--- src/rtl/keypad_scanner_pkg.sv ---
// Shared definitions for the matrix keypad scanner: widths, FSM encodings and
// small helpers for column drive and row selection.
package keypad_scanner_pkg;

   localparam int KEY_CODE_WIDTH = 4;
   localparam int KEYPAD_DIM     = 4;
   localparam logic [KEYPAD_DIM-1:0] COL_IDLE = 4'b1111;

   typedef enum logic [1:0] {
      SCAN     = 2'd0,
      DEBOUNCE = 2'd1,
      PRESS    = 2'd2,
      RELEASE  = 2'd3
   } scan_state_t;

   // Active-low one-hot pattern that drives a single column.
   function automatic logic [KEYPAD_DIM-1:0] colDrive(input logic [1:0] idx);
      colDrive = COL_IDLE & ~(4'b0001 << idx);
   endfunction

   // The lowest-numbered active row wins when several rows read low together.
   function automatic logic [1:0] lowestLow(input logic [KEYPAD_DIM-1:0] rows);
      lowestLow = 2'd0;
      for (int i = KEYPAD_DIM - 1; i >= 0; i--) begin
         if (!rows[i]) lowestLow = 2'(i);
      end
   endfunction

endpackage

--- src/rtl/keypad_scanner_sync_2ff.sv ---
// Two-flop synchronizer for asynchronous board inputs; resets to all ones so
// that idle pulled-up lines read inactive right after reset.
module sync_2ff #(
   parameter int WIDTH = 4
) (
   input  logic             clk,
   input  logic             rst_n,
   input  logic [WIDTH-1:0] i_async,
   output logic [WIDTH-1:0] o_sync
);

   logic [WIDTH-1:0] r_meta;
   logic [WIDTH-1:0] r_sync;

   always_ff @(posedge clk) begin
      if (!rst_n) begin
         r_meta <= '1;
         r_sync <= '1;
      end else begin
         r_meta <= i_async;
         r_sync <= r_meta;
      end
   end

   assign o_sync = r_sync;

endmodule

--- src/rtl/keypad_scanner.sv ---
// 4x4 keypad scanner: walks the columns, debounces press and release on the
// detected row, and hands one key code per press to the CPU with ready/ack.
module keypad_scanner
   import keypad_scanner_pkg::*;
#(
   parameter int SCAN_DIV        = 1000,
   parameter int DEBOUNCE_CYCLES = 20000
) (
   input  logic                      clk,
   input  logic                      rst_n,
   input  logic [KEYPAD_DIM-1:0]     row_in,
   output logic [KEYPAD_DIM-1:0]     col_out,
   input  logic                      key_ack,
   output logic [KEY_CODE_WIDTH-1:0] key_code,
   output logic                      key_ready,
   output logic                      key_overrun,
   output logic                      key_held
);

   localparam int MAX_CNT = (SCAN_DIV > DEBOUNCE_CYCLES) ? SCAN_DIV : DEBOUNCE_CYCLES;
   localparam int CNT_W   = $clog2(MAX_CNT);
   localparam logic [CNT_W-1:0] SCAN_LAST = CNT_W'(SCAN_DIV - 1);
   localparam logic [CNT_W-1:0] DEB_LAST  = CNT_W'(DEBOUNCE_CYCLES - 1);

   scan_state_t               r_state;
   logic [1:0]                r_colIdx;
   logic [1:0]                r_rowIdx;
   logic [CNT_W-1:0]          r_scanCnt;
   logic [CNT_W-1:0]          r_debCnt;
   logic [KEYPAD_DIM-1:0]     r_colOut;
   logic [KEY_CODE_WIDTH-1:0] r_keyCode;
   logic                      r_keyReady;
   logic                      r_keyOverrun;
   logic                      r_keyHeld;

   logic [KEYPAD_DIM-1:0]     w_rowSync;
   logic [1:0]                w_nextCol;
   logic                      w_rowHigh;
   logic                      w_anyLow;

   sync_2ff #(.WIDTH(KEYPAD_DIM)) u_rowSync (
      .clk     (clk),
      .rst_n   (rst_n),
      .i_async (row_in),
      .o_sync  (w_rowSync)
   );

   assign w_nextCol = r_colIdx + 2'd1;
   assign w_rowHigh = w_rowSync[r_rowIdx];
   assign w_anyLow  = ~(&w_rowSync);

   // The handshake clear is written first so that a PRESS in the same cycle
   // overrides it: the new key wins and the overrun flag ends up cleared.
   always_ff @(posedge clk) begin
      if (!rst_n) begin
         r_state      <= SCAN;
         r_colIdx     <= 2'd0;
         r_rowIdx     <= 2'd0;
         r_scanCnt    <= '0;
         r_debCnt     <= '0;
         r_colOut     <= colDrive(2'd0);
         r_keyCode    <= '0;
         r_keyReady   <= 1'b0;
         r_keyOverrun <= 1'b0;
         r_keyHeld    <= 1'b0;
      end else begin
         if (key_ack && r_keyReady) begin
            r_keyReady   <= 1'b0;
            r_keyOverrun <= 1'b0;
         end
         case (r_state)
            SCAN: begin
               if (r_scanCnt == SCAN_LAST) begin
                  r_scanCnt <= '0;
                  if (w_anyLow) begin
                     r_rowIdx <= lowestLow(w_rowSync);
                     r_debCnt <= '0;
                     r_state  <= DEBOUNCE;
                  end else begin
                     r_colIdx <= w_nextCol;
                     r_colOut <= colDrive(w_nextCol);
                  end
               end else begin
                  r_scanCnt <= r_scanCnt + CNT_W'(1);
               end
            end
            DEBOUNCE: begin
               if (w_rowHigh) begin
                  r_colIdx  <= w_nextCol;
                  r_colOut  <= colDrive(w_nextCol);
                  r_scanCnt <= '0;
                  r_state   <= SCAN;
               end else if (r_debCnt == DEB_LAST) begin
                  r_state <= PRESS;
               end else begin
                  r_debCnt <= r_debCnt + CNT_W'(1);
               end
            end
            PRESS: begin
               if (!r_keyReady || key_ack) begin
                  r_keyCode  <= {r_rowIdx, r_colIdx};
                  r_keyReady <= 1'b1;
               end else begin
                  r_keyOverrun <= 1'b1;
               end
               r_keyHeld <= 1'b1;
               r_debCnt  <= '0;
               r_state   <= RELEASE;
            end
            RELEASE: begin
               if (!w_rowHigh) begin
                  r_debCnt <= '0;
               end else if (r_debCnt == DEB_LAST) begin
                  r_keyHeld <= 1'b0;
                  r_colIdx  <= w_nextCol;
                  r_colOut  <= colDrive(w_nextCol);
                  r_scanCnt <= '0;
                  r_state   <= SCAN;
               end else begin
                  r_debCnt <= r_debCnt + CNT_W'(1);
               end
            end
            default: begin
               r_state <= SCAN;
            end
         endcase
      end
   end

   assign col_out     = r_colOut;
   assign key_code    = r_keyCode;
   assign key_ready   = r_keyReady;
   assign key_overrun = r_keyOverrun;
   assign key_held    = r_keyHeld;

endmodule

--- config.mk ---
export PLATFORM = sky130hd
export DESIGN_NAME = keypad_scanner
export DESIGN_NICKNAME = d
export VERILOG_FILES = /design/src/rtl/keypad_scanner_pkg.sv /design/src/rtl/keypad_scanner_sync_2ff.sv /design/src/rtl/keypad_scanner.sv
export SDC_FILE = /design/constraint.sdc
export NUM_CORES = 1
export LEC_CHECK = 0
export CAP_MARGIN = 30
export CELL_PAD_IN_SITES_DETAIL_PLACEMENT = 1
export CELL_PAD_IN_SITES_GLOBAL_PLACEMENT = 1
export CORE_ASPECT_RATIO = 1.4
export CORE_MARGIN = 5
export CORE_UTILIZATION = 40
export CTS_CLUSTER_DIAMETER = 100
export DETAILED_ROUTE_END_ITERATION = 8
export PLACE_DENSITY_LB_ADDON = 0.08
export SYNTH_ARGS = -nofsm -noshare
export SYNTH_HDL_FRONTEND = slang
export SYNTH_HIERARCHICAL = 1
export SYNTH_SLANG_ARGS = --single-unit
--- constraint.sdc ---
create_clock -name clk -period 7.1 [get_ports clk]
set_clock_uncertainty 0.1 [all_clocks]
set_input_delay 1.42 -clock clk [delete_from_list [all_inputs] [get_ports clk]]
set_output_delay 1.42 -clock clk [all_outputs]
set_load 0.02 [all_outputs]
Word level (Yosys, flattened, before mapping)
Index checks and enable logic that the tools add are counted.

operators by class
  $add $sub $neg = 3
  order comparisons = 1
  equal/unequal tests = 13
  shifts and indexed selects = 1
  multiplexer cells = 45
  bitwise logic cells = 2
  reductions and logical operators = 14

operators with widths
  cell                     count
  $mux W15                 9
  $pmux W15 S4             1
  $pmux W15 S3             1
  $add A15 B1 Y15 const B  2
  $mux W2                  15
  $mux W4                  5
  $eq A15 B10 Y1 const B   1
  $eq A15 B15 Y1 const B   1
  $ne A2 B2 Y1 const B     7
  $pmux W4 S3              1
  $mux W1                  9
  $reduce_and A3 Y1        3
  $pmux W2 S4              1
  $reduce_and A4 Y1        2
  $pmux W2 S3              1
  $reduce_and A6 Y1        1
  $reduce_and A5 Y1        1
  $eq A2 B2 Y1 const B     2
  $not A4 Y4               1
  $shl A1 B2 Y4 const A    1
  $lt A2 B3 Y1 const B     1
  $ne A3 B3 Y1 const B     1
  $reduce_bool A3 Y1       1
  $add A2 B1 Y2 const B    1
  other kinds (10)         10

word-level totals
  bits in registers = 55
  bits of input ports = 7
  word-level logic and storage cells = 91

Longest topological paths before layout
  word-level depth = 6
  gate-level depth with buffers = 8
  gate-level depth less buffers = 6

Modules after synthesis
Netlist, hierarchy kept.

by module, submodules not included
  module          instances  cells an instance  area each (sq um)  seq. area each (sq um)
  keypad_scanner  1          296                2461.1             940.9
  sync_2ff        1          16                 210.2              160.2

Worst setup path before layout
Ideal clock, no wire load.

  path kind = input -> register
  start = input rst_n
  end = register r_scanCnt[12]
  setup time = 0.070 ns
  arrival = 2.486 ns
  data required time = 6.930 ns
  path slack = 4.444 ns
  stages on the path = 4
  buffers on the path = 1
  cells stage by stage = clkbuf_1 clkinv_1 or4_1 o2bb2ai_1

RTL lines
  what                  line                  RTL
  start, declared       keypad_scanner.sv:10  input logic rst_n,
  end signal, assigned  keypad_scanner.sv:84  r_scanCnt <= r_scanCnt + CNT_W'(1);
  end, declared         keypad_scanner.sv:28  logic [CNT_W-1:0] r_scanCnt;

==> run_results.csv <==
group,metric,value,unit
run_status,status,"complete, no violations",
synth,ys_seq_area_share,41.2,%
die,start_util,40.7,%
synth,syn_avg_cell_area,8.56,um2
final_layout,synthToLayoutAreaGrowth,11.9,%
die,pin_count,18,
clock_tree,clkTransAtPathRegs,0.10,ns
routing,via_per_inst,5.97,
routing,drt-initial-drc-count,71,
clock_tree,cts-resized-gates,0,
global_route,gr-total-overflow,0,
setup_path,end_kind,"flop",
sta,relSlewSlack,39.1,%
die,fp-row-count,35,
clock_tree,cts_tree,"yes",
global_route,grt_usage,16.3,%
synth,synth_cell_types,46,
routing,ant_nets,0,
setup_path,worst_setup_path_start_kind,"input port",
sta,timing.final.crit_share,46.8,%
min_path,holdCritStartpoint,"u_rowSync/r_meta[0]$_SDFF_PN1_",
global_route,grt_max_degree,35,
sta,max_freq,301,MHz
routing,routed_wl,6480,um
synth,synth_seq_cells,55,
die,die_w,79.1,um
synth,yosysWarningCount,6,
final_layout,drive_gt1_share,6.73,%
sta,final_max_slew_viol_count,0,
sta,min_period,3.32,ns
synth,synthesis.nets,325,
clock_tree,clk_latency,0.31,ns
synth,synth_area,0.00267,mm2
sta,setup_viol,0,
sta,grt_setup_unrepaired,"no",
power,power,514,uW
sta,worstMarginPinSlew,0.904,ns
die,core_area,0.00657,mm2
setup_path,reg2reg_slack,4.37,ns
routing,top_layer_used,"met4",
global_route,grt_first_pass_wirelength,11200,um
sta,hold_viol_final,0,
setup_path,crit_arrival,3.47,ns
global_route,antenna_found_initial,0,
routing,route.met3.wl,92,um
setup_path,cp_data_required_time,7.25,ns
min_path,min_path_cells,1,
place,portBuffers,17,
die,chipHeight,107,um
final_layout,nNetsFinal,339,
routing,met1_length,2830,um
routing,dr.pass1.iters,4,
clock_tree,cts_setup_buffers,0,
flow_run,maxCapViolCount,0,
power,p_leak,0.00108,uW
power,ir_worst_vdd,0.0000887,V
clock_tree,clock-sinks,55,
min_path,hold_path.class,"flop to flop",
clock_tree,ctsHoldBuffers,0,
setup_path,rr_worst_depth,5,
setup_path,crit_start,"rst_n",
routing,wl_per_cell,16.2,um
setup_path,rr_startpoint,"r_scanCnt[10]$_SDFFE_PN0P_",
clock_tree,cts-root-buf,"clkbuf_8",
clock_tree,clockBufferDepth,2,
routing,wl_met2,3480,um
global_route,grt_pass1_vias,2393,
setup_path,crit_type,"input port to flop",
die,die_area,0.00844,mm2
setup_path,cp_max_fo,34,
power,cellPowerDensity,172,mW/mm2
place,place.gp.congestion,0.729,
place,hpwl,4740,um
routing,vias,2393,
clock_tree,h-tree-depth,2,
final_layout,antenna_cells,0,
sta,setup_tns,0,ns
routing,drc,0,
clock_tree,cts_buffers,5,
synth,synthCells,312,
-- per-stage QoR --
step / instances / area (um2) / hold WS [ns] / setup WS, ns / util (%)
after detailed placement: 393 / 2900 / 0.307 / 3.40 / 44.2
after CTS: 401 / 2990 / 0.330 / 3.73 / 45.5
after global placement: 392 / 2890 / 0.303 / 3.41 / 44.1
final: 401 / 2990 / 0.323 / 3.78 / 45.5
after floorplan: 312 / 2670 / 0.286 / 4.44 / -
after global routing: 401 / 2990 / 0.344 / 3.61 / 45.5
-- worst paths after layout --
path	end
setup / recovery	r_scanCnt[12]$_SDFFE_PN0P_
hold / removal	u_rowSync/o_sync[0]$_SDFF_PN1_
setup reg to reg	r_debCnt[12]$_SDFFE_PN0P_
hold reg to reg	u_rowSync/o_sync[0]$_SDFF_PN1_
-- layout make-up --
type / count / area, um2
timing repair buffer: 19 / 185
fill: 801 / 3580
multi-input combinational: 238 / 1500
tap: 74 / 92.6
clock buffer: 5 / 68.8
inverter: 7 / 26.3
sequential: 55 / 1100
clock inverter: 3 / 18.8
-- critical path, stage by stage --
cell	delay (ns)
clkdlybuf4s50_1	0.45
buf_4	0.32
clkinv_1	0.49
or4_1	0.64
o2bb2ai_1	0.14
-- flip-flops by register name, summed over array words and instances (netlist names), 2 cells and up, named ones only --
| signal | count |
|---|---|
| r_colIdx | 2 |
| key_code | 4 |
| r_rowIdx | 2 |
| r_debCnt | 15 |
| u_rowSync/r_meta | 4 |
| r_scanCnt | 15 |
| u_rowSync/o_sync | 4 |
| col_out | 4 |
-- cell families (layout without fill, tap and decap cells) --
family | after synthesis | count (layout) | share of synthesized area, %
and+or+nand+nor | 130 | 130 | 26.0
AOI/OAI and AO/OA | 89 | 89 | 21.4
DFF | 55 | 55 | 41.2
buffers and inverters | 19 | 34 | 3.04
muxes | 13 | 13 | 5.53
adders and majority gates | 6 | 6 | 2.81
-- report_power, final --
part,switching (uW),internal (uW)
Clock,109,69.8
Combinational,11.4,8.92
Sequential,2.91,312
-- per-layer routing --
layer	vias to the layer above	GRT usage, %
met5	-	0
met4	0	4.42
met3	7	2.52
met2	12	31.2
met1	1193	18.1
li1	1181	-
-- cell usage in the layout, fill, tap and decap left out, types with 2 or more instances in the layout --
cell type	Yosys	final
buf_4	0	2
inv_1	6	6
o21ai_0	19	18
o31ai_1	8	8
a221oi_1	2	2
and3_1	7	7
nor2b_1	2	2
and2_1	4	4
a211oi_1	2	2
nor2_1	23	23
mux2_2	4	4
o21a_1	2	2
nand3_1	14	14
nor3_1	7	7
and4_1	2	2
clkdlybuf4s50_1	0	17
nand2b_1	14	14
a31oi_1	4	4
a41oi_1	2	2
or3_1	8	8
mux2i_1	8	8
a21oi_1	34	34
a21boi_0	3	3
ha_1	6	6
a311oi_1	3	3
nand4_1	5	5
nand2_1	30	30
or4_1	10	10
dfxtp_1	55	55
clkbuf_8	0	5
clkinv_2	0	2
-- cell usage after synthesis (all sizes together) --
cell,number,area [um2]
a2bb2oi,1,8.76
nand2,30,113
o32ai,1,8.76
a311oi,3,26.3
a31oi,4,25.0
a211o,2,18.8
nor4b,1,8.76
o41ai,1,8.76
or2,1,6.26
dfxtp,55,1100
ha,6,75.1
nor3,7,35.0
o31ai,8,60.1
clkbuf,9,33.8
inv,6,22.5
nor4,1,21.3
nor2b,2,12.5
clkinv,1,3.75
o21ai,19,95.1
and2,4,25.0
mux2,4,45.0
mux4,1,22.5
o2bb2ai,1,8.76
nand2b,14,87.6
a41oi,2,17.5
nand3,14,70.1
nor2,23,86.3
mux2i,8,80.1
o41a,1,11.3
or4,11,86.3
o21a,2,15.0
or3,8,50.1
a211oi,4,47.5
nand4,5,31.3
and3,7,43.8
a21boi,3,22.5
buf,3,21.3
a221oi,2,17.5
o211a,1,10.0
and4,2,17.5
a21oi,34,170
Power figures use the tool's default switching activity.
